File: config.mk
export PLATFORM = sky130hd
export DESIGN_NAME = mai_wr_arbiter_flat
export DESIGN_NICKNAME = d
export VERILOG_FILES = /design/src/rtl/mai_wr_arbiter_if.sv /design/src/rtl/mai_wr_arbiter.sv /design/src/flat_wrapper.sv
export SDC_FILE = /design/constraint.sdc
export NUM_CORES = 1
export LEC_CHECK = 0
export BUFFER_PORTS_ARGS = -buffer_cell sky130_fd_sc_hd__buf_4
export CAP_MARGIN = 20
export CORE_AREA = 3 3 100 102
export DETAILED_ROUTE_END_ITERATION = 8
export DIE_AREA = 0 0 103 105
export GPL_TIMING_DRIVEN = 0
export PLACE_DENSITY = 0.92
export SETUP_SLACK_MARGIN = 0.4
export SLEW_MARGIN = 10
export SYNTH_ARGS = -nofsm -noshare
export SYNTH_HDL_FRONTEND = slang
export SYNTH_SLANG_ARGS = --single-unit
File: constraint.sdc
create_clock -name clk -period 5.65 [get_ports clk]
set_input_delay 0.2825 -clock clk [delete_from_list [all_inputs] [get_ports clk]]
set_output_delay 0.2825 -clock clk [all_outputs]
set_load 0.02 [all_outputs]
File: src/rtl/mai_wr_arbiter_if.sv
// Write-channel bundle: request handshake plus write-beat handshake.
// The requester side uses master; the arbiter's requester-facing ports use slave.
interface mai_wr_arbiter_if #(
   parameter int unsigned RW = 45,
   parameter int unsigned WW = 37
);
   logic          Valid;
   logic [RW-1:0] Req;
   logic          Ready;
   logic          WValid;
   logic [WW-1:0] W;
   logic          WReady;

   modport master (output Valid, Req, WValid, W, input Ready, WReady);
   modport slave  (input Valid, Req, WValid, W, output Ready, WReady);
endinterface

File: src/rtl/mai_wr_arbiter.sv
// QoS + age write arbiter sharing one MAC write port between IF and DM.
// The grant is held from the address phase through the last data beat.
module mai_wr_arbiter (
   input  logic             clk,
   input  logic             resetn,
   mai_wr_arbiter_if.slave  i_if,
   mai_wr_arbiter_if.slave  i_dm,
   mai_wr_arbiter_if.master o_mac,
   output logic [1:0]       oGrant,
   output logic             oProtoErr
);
   localparam int unsigned RW    = 45;
   localparam int unsigned WW    = 37;
   localparam int unsigned AGE_W = 4;
   localparam int unsigned CNT_W = 3;
   localparam int unsigned P_W   = 5;
   localparam logic [AGE_W-1:0] AGE_MAX = AGE_W'(15);

   typedef enum logic [1:0] {S_IDLE, S_ADDR, S_DATA} state_t;

   state_t            r_state, w_state_nxt;
   logic [RW-1:0]     r_req;
   logic [CNT_W-1:0]  r_cnt;
   logic [1:0]        r_grant;
   logic              r_last_dm;
   logic [AGE_W-1:0]  r_age_if, r_age_dm;
   logic              r_proto_err;

   logic [P_W-1:0]    w_p_if, w_p_dm;
   logic              w_if_aged, w_dm_aged, w_pick_dm;
   logic              w_if_ready, w_dm_ready, w_hs_req;
   logic [RW-1:0]     w_sel_req;
   logic              w_src_wvalid, w_src_eod, w_cnt_one;
   logic [WW-1:0]     w_src_w, w_mac_w;
   logic              w_if_wready, w_dm_wready;
   logic              w_beat_hs, w_last;

   assign w_p_if    = P_W'(i_if.Req[3:0]) + P_W'(r_age_if);
   assign w_p_dm    = P_W'(i_dm.Req[3:0]) + P_W'(r_age_dm);
   assign w_if_aged = (r_age_if == AGE_MAX);
   assign w_dm_aged = (r_age_dm == AGE_MAX);
   assign w_cnt_one = (r_cnt == CNT_W'(1));

   // Winner selection: a saturated age wins outright, then higher P, then the requester not granted last
   always_comb begin
      w_pick_dm = 1'b0;
      if (i_if.Valid && i_dm.Valid) begin
         if (w_if_aged != w_dm_aged)
            w_pick_dm = w_dm_aged;
         else if (!w_if_aged && (w_p_if != w_p_dm))
            w_pick_dm = (w_p_dm > w_p_if);
         else
            w_pick_dm = !r_last_dm;
      end else begin
         w_pick_dm = i_dm.Valid;
      end
   end

   assign w_sel_req = w_pick_dm ? i_dm.Req : i_if.Req;

   // Next state and the combinational handshake/pass-through paths
   always_comb begin
      w_state_nxt  = r_state;
      w_if_ready   = 1'b0;
      w_dm_ready   = 1'b0;
      w_src_wvalid = 1'b0;
      w_src_w      = '0;
      w_src_eod    = 1'b0;
      w_mac_w      = '0;
      w_if_wready  = 1'b0;
      w_dm_wready  = 1'b0;
      w_beat_hs    = 1'b0;
      w_last       = 1'b0;
      unique case (r_state)
         S_IDLE: begin
            // Held low while resetn is asserted so every output is 0 in reset
            w_if_ready = resetn & i_if.Valid & ~w_pick_dm;
            w_dm_ready = resetn & i_dm.Valid &  w_pick_dm;
            if (w_if_ready || w_dm_ready)
               w_state_nxt = S_ADDR;
         end
         S_ADDR: begin
            if (o_mac.Ready)
               w_state_nxt = S_DATA;
         end
         S_DATA: begin
            w_src_wvalid = r_grant[1] ? i_dm.WValid : i_if.WValid;
            w_src_w      = r_grant[1] ? i_dm.W      : i_if.W;
            w_src_eod    = w_src_w[WW-1];
            w_mac_w      = {w_src_eod | w_cnt_one, w_src_w[WW-2:0]};
            w_if_wready  = r_grant[0] & o_mac.WReady;
            w_dm_wready  = r_grant[1] & o_mac.WReady;
            w_beat_hs    = w_src_wvalid & o_mac.WReady;
            w_last       = w_src_eod | w_cnt_one;
            if (w_beat_hs && w_last)
               w_state_nxt = S_IDLE;
         end
         default: w_state_nxt = S_IDLE;
      endcase
   end

   assign w_hs_req = w_if_ready | w_dm_ready;

   always_ff @(posedge clk or negedge resetn) begin
      if (!resetn) begin
         r_state     <= S_IDLE;
         r_req       <= '0;
         r_cnt       <= '0;
         r_grant     <= 2'b00;
         r_last_dm   <= 1'b1;
         r_age_if    <= '0;
         r_age_dm    <= '0;
         r_proto_err <= 1'b0;
      end else begin
         r_state     <= w_state_nxt;
         r_proto_err <= w_beat_hs & w_last & (w_src_eod != w_cnt_one);
         if (w_hs_req) begin
            r_req     <= w_sel_req;
            r_cnt     <= CNT_W'(w_sel_req[5:4]) + CNT_W'(1);
            r_grant   <= w_pick_dm ? 2'b10 : 2'b01;
            r_last_dm <= w_pick_dm;
            if (w_pick_dm) begin
               r_age_dm <= '0;
               if (i_if.Valid && !w_if_aged)
                  r_age_if <= r_age_if + AGE_W'(1);
            end else begin
               r_age_if <= '0;
               if (i_dm.Valid && !w_dm_aged)
                  r_age_dm <= r_age_dm + AGE_W'(1);
            end
         end
         if (w_beat_hs) begin
            r_cnt <= r_cnt - CNT_W'(1);
            if (w_last)
               r_grant <= 2'b00;
         end
      end
   end

   assign i_if.Ready   = w_if_ready;
   assign i_dm.Ready   = w_dm_ready;
   assign i_if.WReady  = w_if_wready;
   assign i_dm.WReady  = w_dm_wready;
   assign o_mac.Valid  = (r_state == S_ADDR);
   assign o_mac.Req    = r_req;
   assign o_mac.WValid = w_src_wvalid;
   assign o_mac.W      = w_mac_w;
   assign oGrant       = r_grant;
   assign oProtoErr    = r_proto_err;
endmodule

File: src/flat_wrapper.sv
// flat-port wrapper written by rule: the top's interface ports become plain ports
module mai_wr_arbiter_flat 
  (clk, resetn, oGrant, oProtoErr, i_if_Valid, i_if_Req, i_if_WValid, i_if_W, i_if_Ready, i_if_WReady, i_dm_Valid, i_dm_Req, i_dm_WValid, i_dm_W, i_dm_Ready, i_dm_WReady, o_mac_Valid, o_mac_Req, o_mac_WValid, o_mac_W, o_mac_Ready, o_mac_WReady);
  mai_wr_arbiter_if i_if_i ();
  mai_wr_arbiter_if i_dm_i ();
  mai_wr_arbiter_if o_mac_i ();
  input  logic clk;
  input  logic resetn;
  output logic [1:0] oGrant;
  output logic oProtoErr;
  input wire logic [$bits(i_if_i.Valid)-1:0] i_if_Valid;
  input wire logic [$bits(i_if_i.Req)-1:0] i_if_Req;
  input wire logic [$bits(i_if_i.WValid)-1:0] i_if_WValid;
  input wire logic [$bits(i_if_i.W)-1:0] i_if_W;
  output wire logic [$bits(i_if_i.Ready)-1:0] i_if_Ready;
  output wire logic [$bits(i_if_i.WReady)-1:0] i_if_WReady;
  input wire logic [$bits(i_dm_i.Valid)-1:0] i_dm_Valid;
  input wire logic [$bits(i_dm_i.Req)-1:0] i_dm_Req;
  input wire logic [$bits(i_dm_i.WValid)-1:0] i_dm_WValid;
  input wire logic [$bits(i_dm_i.W)-1:0] i_dm_W;
  output wire logic [$bits(i_dm_i.Ready)-1:0] i_dm_Ready;
  output wire logic [$bits(i_dm_i.WReady)-1:0] i_dm_WReady;
  output wire logic [$bits(o_mac_i.Valid)-1:0] o_mac_Valid;
  output wire logic [$bits(o_mac_i.Req)-1:0] o_mac_Req;
  output wire logic [$bits(o_mac_i.WValid)-1:0] o_mac_WValid;
  output wire logic [$bits(o_mac_i.W)-1:0] o_mac_W;
  input wire logic [$bits(o_mac_i.Ready)-1:0] o_mac_Ready;
  input wire logic [$bits(o_mac_i.WReady)-1:0] o_mac_WReady;
  assign i_if_i.Valid = i_if_Valid;
  assign i_if_i.Req = i_if_Req;
  assign i_if_i.WValid = i_if_WValid;
  assign i_if_i.W = i_if_W;
  assign i_if_Ready = i_if_i.Ready;
  assign i_if_WReady = i_if_i.WReady;
  assign i_dm_i.Valid = i_dm_Valid;
  assign i_dm_i.Req = i_dm_Req;
  assign i_dm_i.WValid = i_dm_WValid;
  assign i_dm_i.W = i_dm_W;
  assign i_dm_Ready = i_dm_i.Ready;
  assign i_dm_WReady = i_dm_i.WReady;
  assign o_mac_Valid = o_mac_i.Valid;
  assign o_mac_Req = o_mac_i.Req;
  assign o_mac_WValid = o_mac_i.WValid;
  assign o_mac_W = o_mac_i.W;
  assign o_mac_i.Ready = o_mac_Ready;
  assign o_mac_i.WReady = o_mac_WReady;
  mai_wr_arbiter u_core (.clk(clk), .resetn(resetn), .i_if(i_if_i), .i_dm(i_dm_i), .o_mac(o_mac_i), .oGrant(oGrant), .oProtoErr(oProtoErr));
endmodule
-- Yosys cells after proc, flatten, opt, wreduce, memory -nomap -nowiden
Cells that the tools add are included.
- add/sub/neg operators: 6
- magnitude comparators: 1
- equality and inequality tests: 12
- mux-type cells: 29
- bitwise gates (word level): 12
- reductions and logical operators: 15
- operators by type and width (operator ; number):
    37-bit 2-to-1 mux ; 2
    45-bit 2-to-1 mux ; 1
    4-bit 2-to-1 mux ; 4
    2-bit 2-to-1 mux ; 7
    1-bit 2-to-1 mux ; 12
    4-bit by 4-bit adder with 5-bit output ; 2
    1-bit bitwise AND ; 9
    4-bit by 1-bit adder with 4-bit output, second input constant ; 2
    4-bit == test, second input constant ; 2
    3-bit 2-to-1 mux ; 2
    2-bit by 1-bit inequality test with 1-bit output, second input constant ; 3
    2-bit case mux with 3 select lines ; 1
    5-bit greater-than comparator ; 1
    1-bit logical AND ; 5
    5-bit inequality test ; 1
    2-bit AND reduction ; 2
    2-bit nonzero test ; 2
    2-bit by 1-bit adder with 3-bit output, second input constant ; 1
    3-bit by 1-bit == test with 1-bit output, second input constant ; 1
    1-bit zero test ; 3
    3-bit AND reduction ; 1
    3-bit by 1-bit subtractor with 3-bit output, second input constant ; 1
    2-bit by 1-bit == test with 1-bit output, second input constant ; 1
    2-bit == test, second input constant ; 1
    6 further kinds ; 8
- register bits after elaboration: 62
- bits of input ports: 172

-- Depth between registers and ports, before layout
- depth after elaboration: 13
- depth in mapped cells: 15
- gate-level depth less buffers: 15

-- Worst setup path after synthesis
OpenSTA, ideal clock, no wires.
- kind: flip-flop to flip-flop
- start: register u_core.r_age_dm[0]
- end: register u_core.r_cnt[1]
- setup time: 0.146 ns
- arrival time: 3.213 ns
- required time: 5.504 ns
- setup slack: 2.291 ns
- cell stages (with the launch flop): 14
- path buffers: 0
- clock period less this slack: 3.359 ns
- path through: dfrtp_1 > ha_1 > fa_1 > a21o_1 > a21o_1 > ha_1 > and3_1 > nor4b_2 > o21a_2 > nor2_1 > mux2_2 > ha_1 > nand3_1 > o311ai_0
- elaborated cells on any way between the ends: 20
- RTL lines (item ; RTL line ; source):
    start, declared ; mai_wr_arbiter.sv:26 ; logic [AGE_W-1:0] r_age_if, r_age_dm;
    start signal, assigned ; mai_wr_arbiter.sv:129 ; r_age_dm <= r_age_dm + AGE_W'(1);
    parallel branches: the longest is 4 deep, another holds 4-bit by 4-bit adder with 5-bit output ; -- ;
    1-bit 2-to-1 mux (*) ; mai_wr_arbiter.sv:48 ; if (w_if_aged != w_dm_aged)
    1-bit 2-to-1 mux (*) ; mai_wr_arbiter.sv:47 ; if (i_if.Valid && i_dm.Valid) begin
    45-bit 2-to-1 mux (*) ; mai_wr_arbiter.sv:59 ; assign w_sel_req = w_pick_dm ? i_dm.Req : i_if.Req;
    net u_core.w_sel_req[5] ; mai_wr_arbiter.sv:32 ; logic [RW-1:0] w_sel_req;
    2-bit by 1-bit adder with 3-bit output (*) ; mai_wr_arbiter.sv:119 ; r_cnt <= CNT_W'(w_sel_req[5:4]) + CNT_W'(1);
    3-bit 2-to-1 mux (*) ; mai_wr_arbiter.sv:117 ; if (w_hs_req) begin
    3-bit 2-to-1 mux (*) ; mai_wr_arbiter.sv:132 ; if (w_beat_hs) begin
    end signal, assigned ; mai_wr_arbiter.sv:119 ;
    end signal, assigned ; mai_wr_arbiter.sv:133 ; r_cnt <= r_cnt - CNT_W'(1);
    end, declared ; mai_wr_arbiter.sv:23 ; logic [CNT_W-1:0] r_cnt;
Mark *: on every way through the listed nets, which the timed path passes. The select of a mux whose other input is x is not followed.
A chain may end at the register's enable or synchronous reset.

-- Worst setup path in the final report
- start: register u_core.r_age_dm[0]
- end: output i_if_Ready
- cells in the longest elaborated chain, start to end: 9
- elaborated cells on any way between the ends: 12
- RTL lines (item ; RTL line ; source):
    parallel branches: the longest is 4 deep, another holds 4-bit by 4-bit adder with 5-bit output ; -- ;
    1-bit 2-to-1 mux (*) ; mai_wr_arbiter.sv:48 ;
    1-bit 2-to-1 mux (*) ; mai_wr_arbiter.sv:47 ;
    1-bit inverter (*) ; mai_wr_arbiter.sv:77 ; w_if_ready = resetn & i_if.Valid & ~w_pick_dm;
    1-bit bitwise AND (*) ; mai_wr_arbiter.sv:77 ;
    1-bit 2-to-1 mux (*) ; mai_wr_arbiter.sv:74 ; unique case (r_state)
    end, declared ; flat_wrapper.sv:15 ; output wire logic [$bits(i_if_i.Ready)-1:0] i_if_Ready;
Mark *: on every way between the ends.

==> run_results.csv <==
group,metric,value,unit
layout,drive_gt1_frac,0.446,
layout,filler_cell_count,722,
clock_network,clk_pin_slew,0.07,ns
placed_design,hpwl,12100,µm
worst_setup_path,cp.required,5.37,ns
clock_network,numCtsBuffers,9,
yosys,yosysUniqueCellTypes,49,
layout,area_growth,58.7,%
layout,insertedDiodeCount,0,
worst_setup_path,crit_buf_inv,3,
floorplanning,io_pins,263,
sta,finalSetupViolations,0,
worst_hold_path,hold_class,"input port to asynchronous set/reset pin",
sta,setup_ws,1.76,ns
sta,relSlewSlack,0.443,
sta,maxSlewViolCount,0,
layout,final_cell_mix,"buf_4, dfrtp_1, nor2_1",
sta,skew,0.00714,ns
sta,setup_tns,0,ns
route,wl,15300,µm
pwr,power.density,504,nW/µm²
route,via_count,4252,
global_routing,grt_pass1_vias,4339,
yosys,ys_seq_area_frac,0.393,
yosys,avgSynthCellArea,10.2,µm²
clock_network,h-tree-depth,3,
yosys,netlist_area,3950,µm²
clock_network,cts_setup_buffers,0,
route,drt-pass1-iter-count,4,
yosys,synth_seq_cells,62,
placed_design,finalWeightedCongestion,0.877,
pwr,leakage,3.16,nW
layout,nNetsFinal,852,
worst_setup_path,critPathMaxFanout,8,
route,vias_per_cell,5.49,
global_routing,grt_max_degree,65,
worst_setup_path,crit_type,"register to primary output",
worst_setup_path,crit_chain,"ha_1 > fa_1 > a21o_1 > a21o_1 > ha_1 > and3_1 > o21a_1 > o2111a_1 > or3_1 > buf_2 > inv_2 > buf_4",
sta,tightest_slew,0.836,ns
sta,hold_violations,0,
global_routing,grt.total_usage,0.275,
pwr,ir_drop,0.000262,V
yosys,synth_fp_nets,580,
floorplanning,core_area,9200,µm²
worst_setup_path,slowest_stage,"dfrtp_1",
layout,final_common_cell,"buf_4",
global_routing,grt-ovfl-total,0,
clock_network,cts_tree,"built",
route,detail_route.wl_per_cell,19.8,µm
worst_setup_path,end_kind,"primary output",
yosys,netlist_instances,388,
sta,period_minus_slack,3.89,ns
run_status,status,"completed",
floorplanning,dieArea,10800,µm²
clock_network,clock_latency,0.34,ns
route,antenna_left,0,
layout,multi_input_area,2240,µm²
clock_network,clockBufferDepth,2,
floorplanning,rows,35,
clock_network,cts_num_sinks,62,
clock_network,hold_buffers,0,
worst_setup_path,cp_top_family,"adder cells",
worst_setup_path,max_stage_delay,0.43,ns
sta,fin_crit_sh,0.688,
route,drt_iter0_drc,200,
sta,rsz0062_at_grt,"no",
clock_network,cts_resized,0,
layout,final-seq-area,1550,µm²
global_routing,antenna_found_initial,0,
placed_design,io_buffer_count,261,
floorplanning,die_y,105,µm
global_routing,grt_first_pass_wirelength,22900,µm
floorplanning,die_width,103,µm
floorplanning,start_util,0.430,
route,route.detailed.drc,0,
clock_network,cts-root-buf,"clkbuf_8",
worst_setup_path,start_kind,"register",
yosys,ys_warn_count,0,
worst_setup_path,arrival,3.60,ns
sta,fmax,0.257,GHz
run,drv_cap,0,
placed_design,pre_cts_ws,2.01,ns
layer usage:
layer | vias up | routed length (µm) | GRT usage
li1 | 1969 | - | -
met1 | 2042 | 5660 | 0.320
met2 | 201 | 7810 | 0.471
met3 | 40 | 1250 | 0.0648
met4 | 0 | 595 | 0.119
met5 | - | 0 | 0
sequential cells by signal, summed over array words and instances (netlist names):
name and flops:
u_core.o_mac.Req 45, u_core.r_age_dm 4, u_core.r_age_if 4, u_core.r_cnt 3
u_core.oGrant 2, u_core.r_state 2, u_core.oProtoErr 1, u_core.r_last_dm 1
final cells by class:
type,count,area share
multi-input cells,292,0.357
well taps,111,0.0221
clock buffers,12,0.0247
repair buffers,261,0.312
clock inverters,3,0.0108
flip-flops and latches,62,0.247
plain buffers,23,0.0195
inverters,11,0.00658
path summary, 6_finish.rpt:
kind / slack [ns] / startpoint / end / cells after the start
setup / recovery: 1.76 / u_core.r_age_dm[0] / i_if_Ready / 12
hold / removal: 0.02 / resetn / u_core.o_mac.Req[41] / 1
setup reg to reg: 1.90 / u_core.r_age_dm[0] / u_core.r_cnt[1] / 13
hold reg to reg: 0.54 / u_core.r_cnt[1] / u_core.r_cnt[1] / 2
max in group asynchronous: 5.06 / resetn / u_core.o_mac.Req[8] / 1
min in group clk: 0.16 / o_mac_Ready / u_core.r_state[0] / 2
cells by family (layout without fill, tap and decap cells):
family	count (synthesis)	in the layout	share of synthesized area
muxes	41	41	0.105
DFF	62	62	0.393
adders and majority gates	20	20	0.0671
and+or+nand+nor	139	139	0.183
buffers and inverters	34	310	0.0415
xor gates and xnor gates	8	8	0.0177
AOI/OAI and AO/OA	84	84	0.194
worst register-to-register path, cell delays in order (launching register included):
cell and delay (ns):
dfrtp_1 0.43, ha_1 0.23, fa_1 0.41, a21o_1 0.17, a21o_1 0.17, ha_1 0.31
and3_1 0.19, o21a_1 0.13, o2111a_1 0.31, nor2_1 0.38, mux2_2 0.40, ha_1 0.29
nand3_1 0.07, o311ai_0 0.12
through the flow:
step / hold slack, ns / power, mW / area [µm²] / cells / util
global route: 0.0813 / 3.36 / 6270 / 775 / 0.682
CTS: 0.0578 / 3.17 / 6270 / 775 / 0.682
global placement: 0.413 / 2.63 / 6050 / 760 / 0.658
finish: 0.0153 / 3.16 / 6270 / 775 / 0.682
floorplan: -0.0131 / 1.95 / 3950 / 388 / -
detailed placement: 0.435 / 2.70 / 6050 / 760 / 0.658
cells in the mapped netlist, drive strengths merged:
master	number	area (µm²)
a21o	6	45.0
a21oi	9	45.0
a221o	4	40.0
a221oi	1	8.76
a31oi	1	6.26
and2	7	43.8
and3	5	31.3
buf	13	85.1
clkbuf	10	37.5
dfrtp	61	1530
dfstp	1	26.3
fa	2	40.0
ha	18	225
inv	11	41.3
mux2	3	33.8
mux2i	38	380
nand2	16	60.1
nand2b	44	275
nand3	9	45.0
nand4	2	12.5
nand4b	1	8.76
nor2	46	173
nor2b	2	12.5
nor3	1	5.00
nor3b	2	20.0
nor4b	1	15.0
o2111a	1	11.3
o2111ai	1	8.76
o211ai	3	27.5
o21a	3	23.8
o21ai	8	40.0
o221a	39	439
o22ai	1	6.26
o311a	3	30.0
o311ai	3	26.3
o31ai	1	7.51
or2	1	6.26
or3	1	6.26
or4	1	7.51
xnor2	1	8.76
xor2	7	61.3
report_power, final:
group          switching [mW]  internal (mW)  total [mW]  leakage (nW)
combinational            1.04          0.894        1.93          2.34
sequential              0.136          0.650       0.786         0.711
clock                   0.178          0.271       0.449         0.109
No activity file was read; power rests on OpenSTA's default activity.
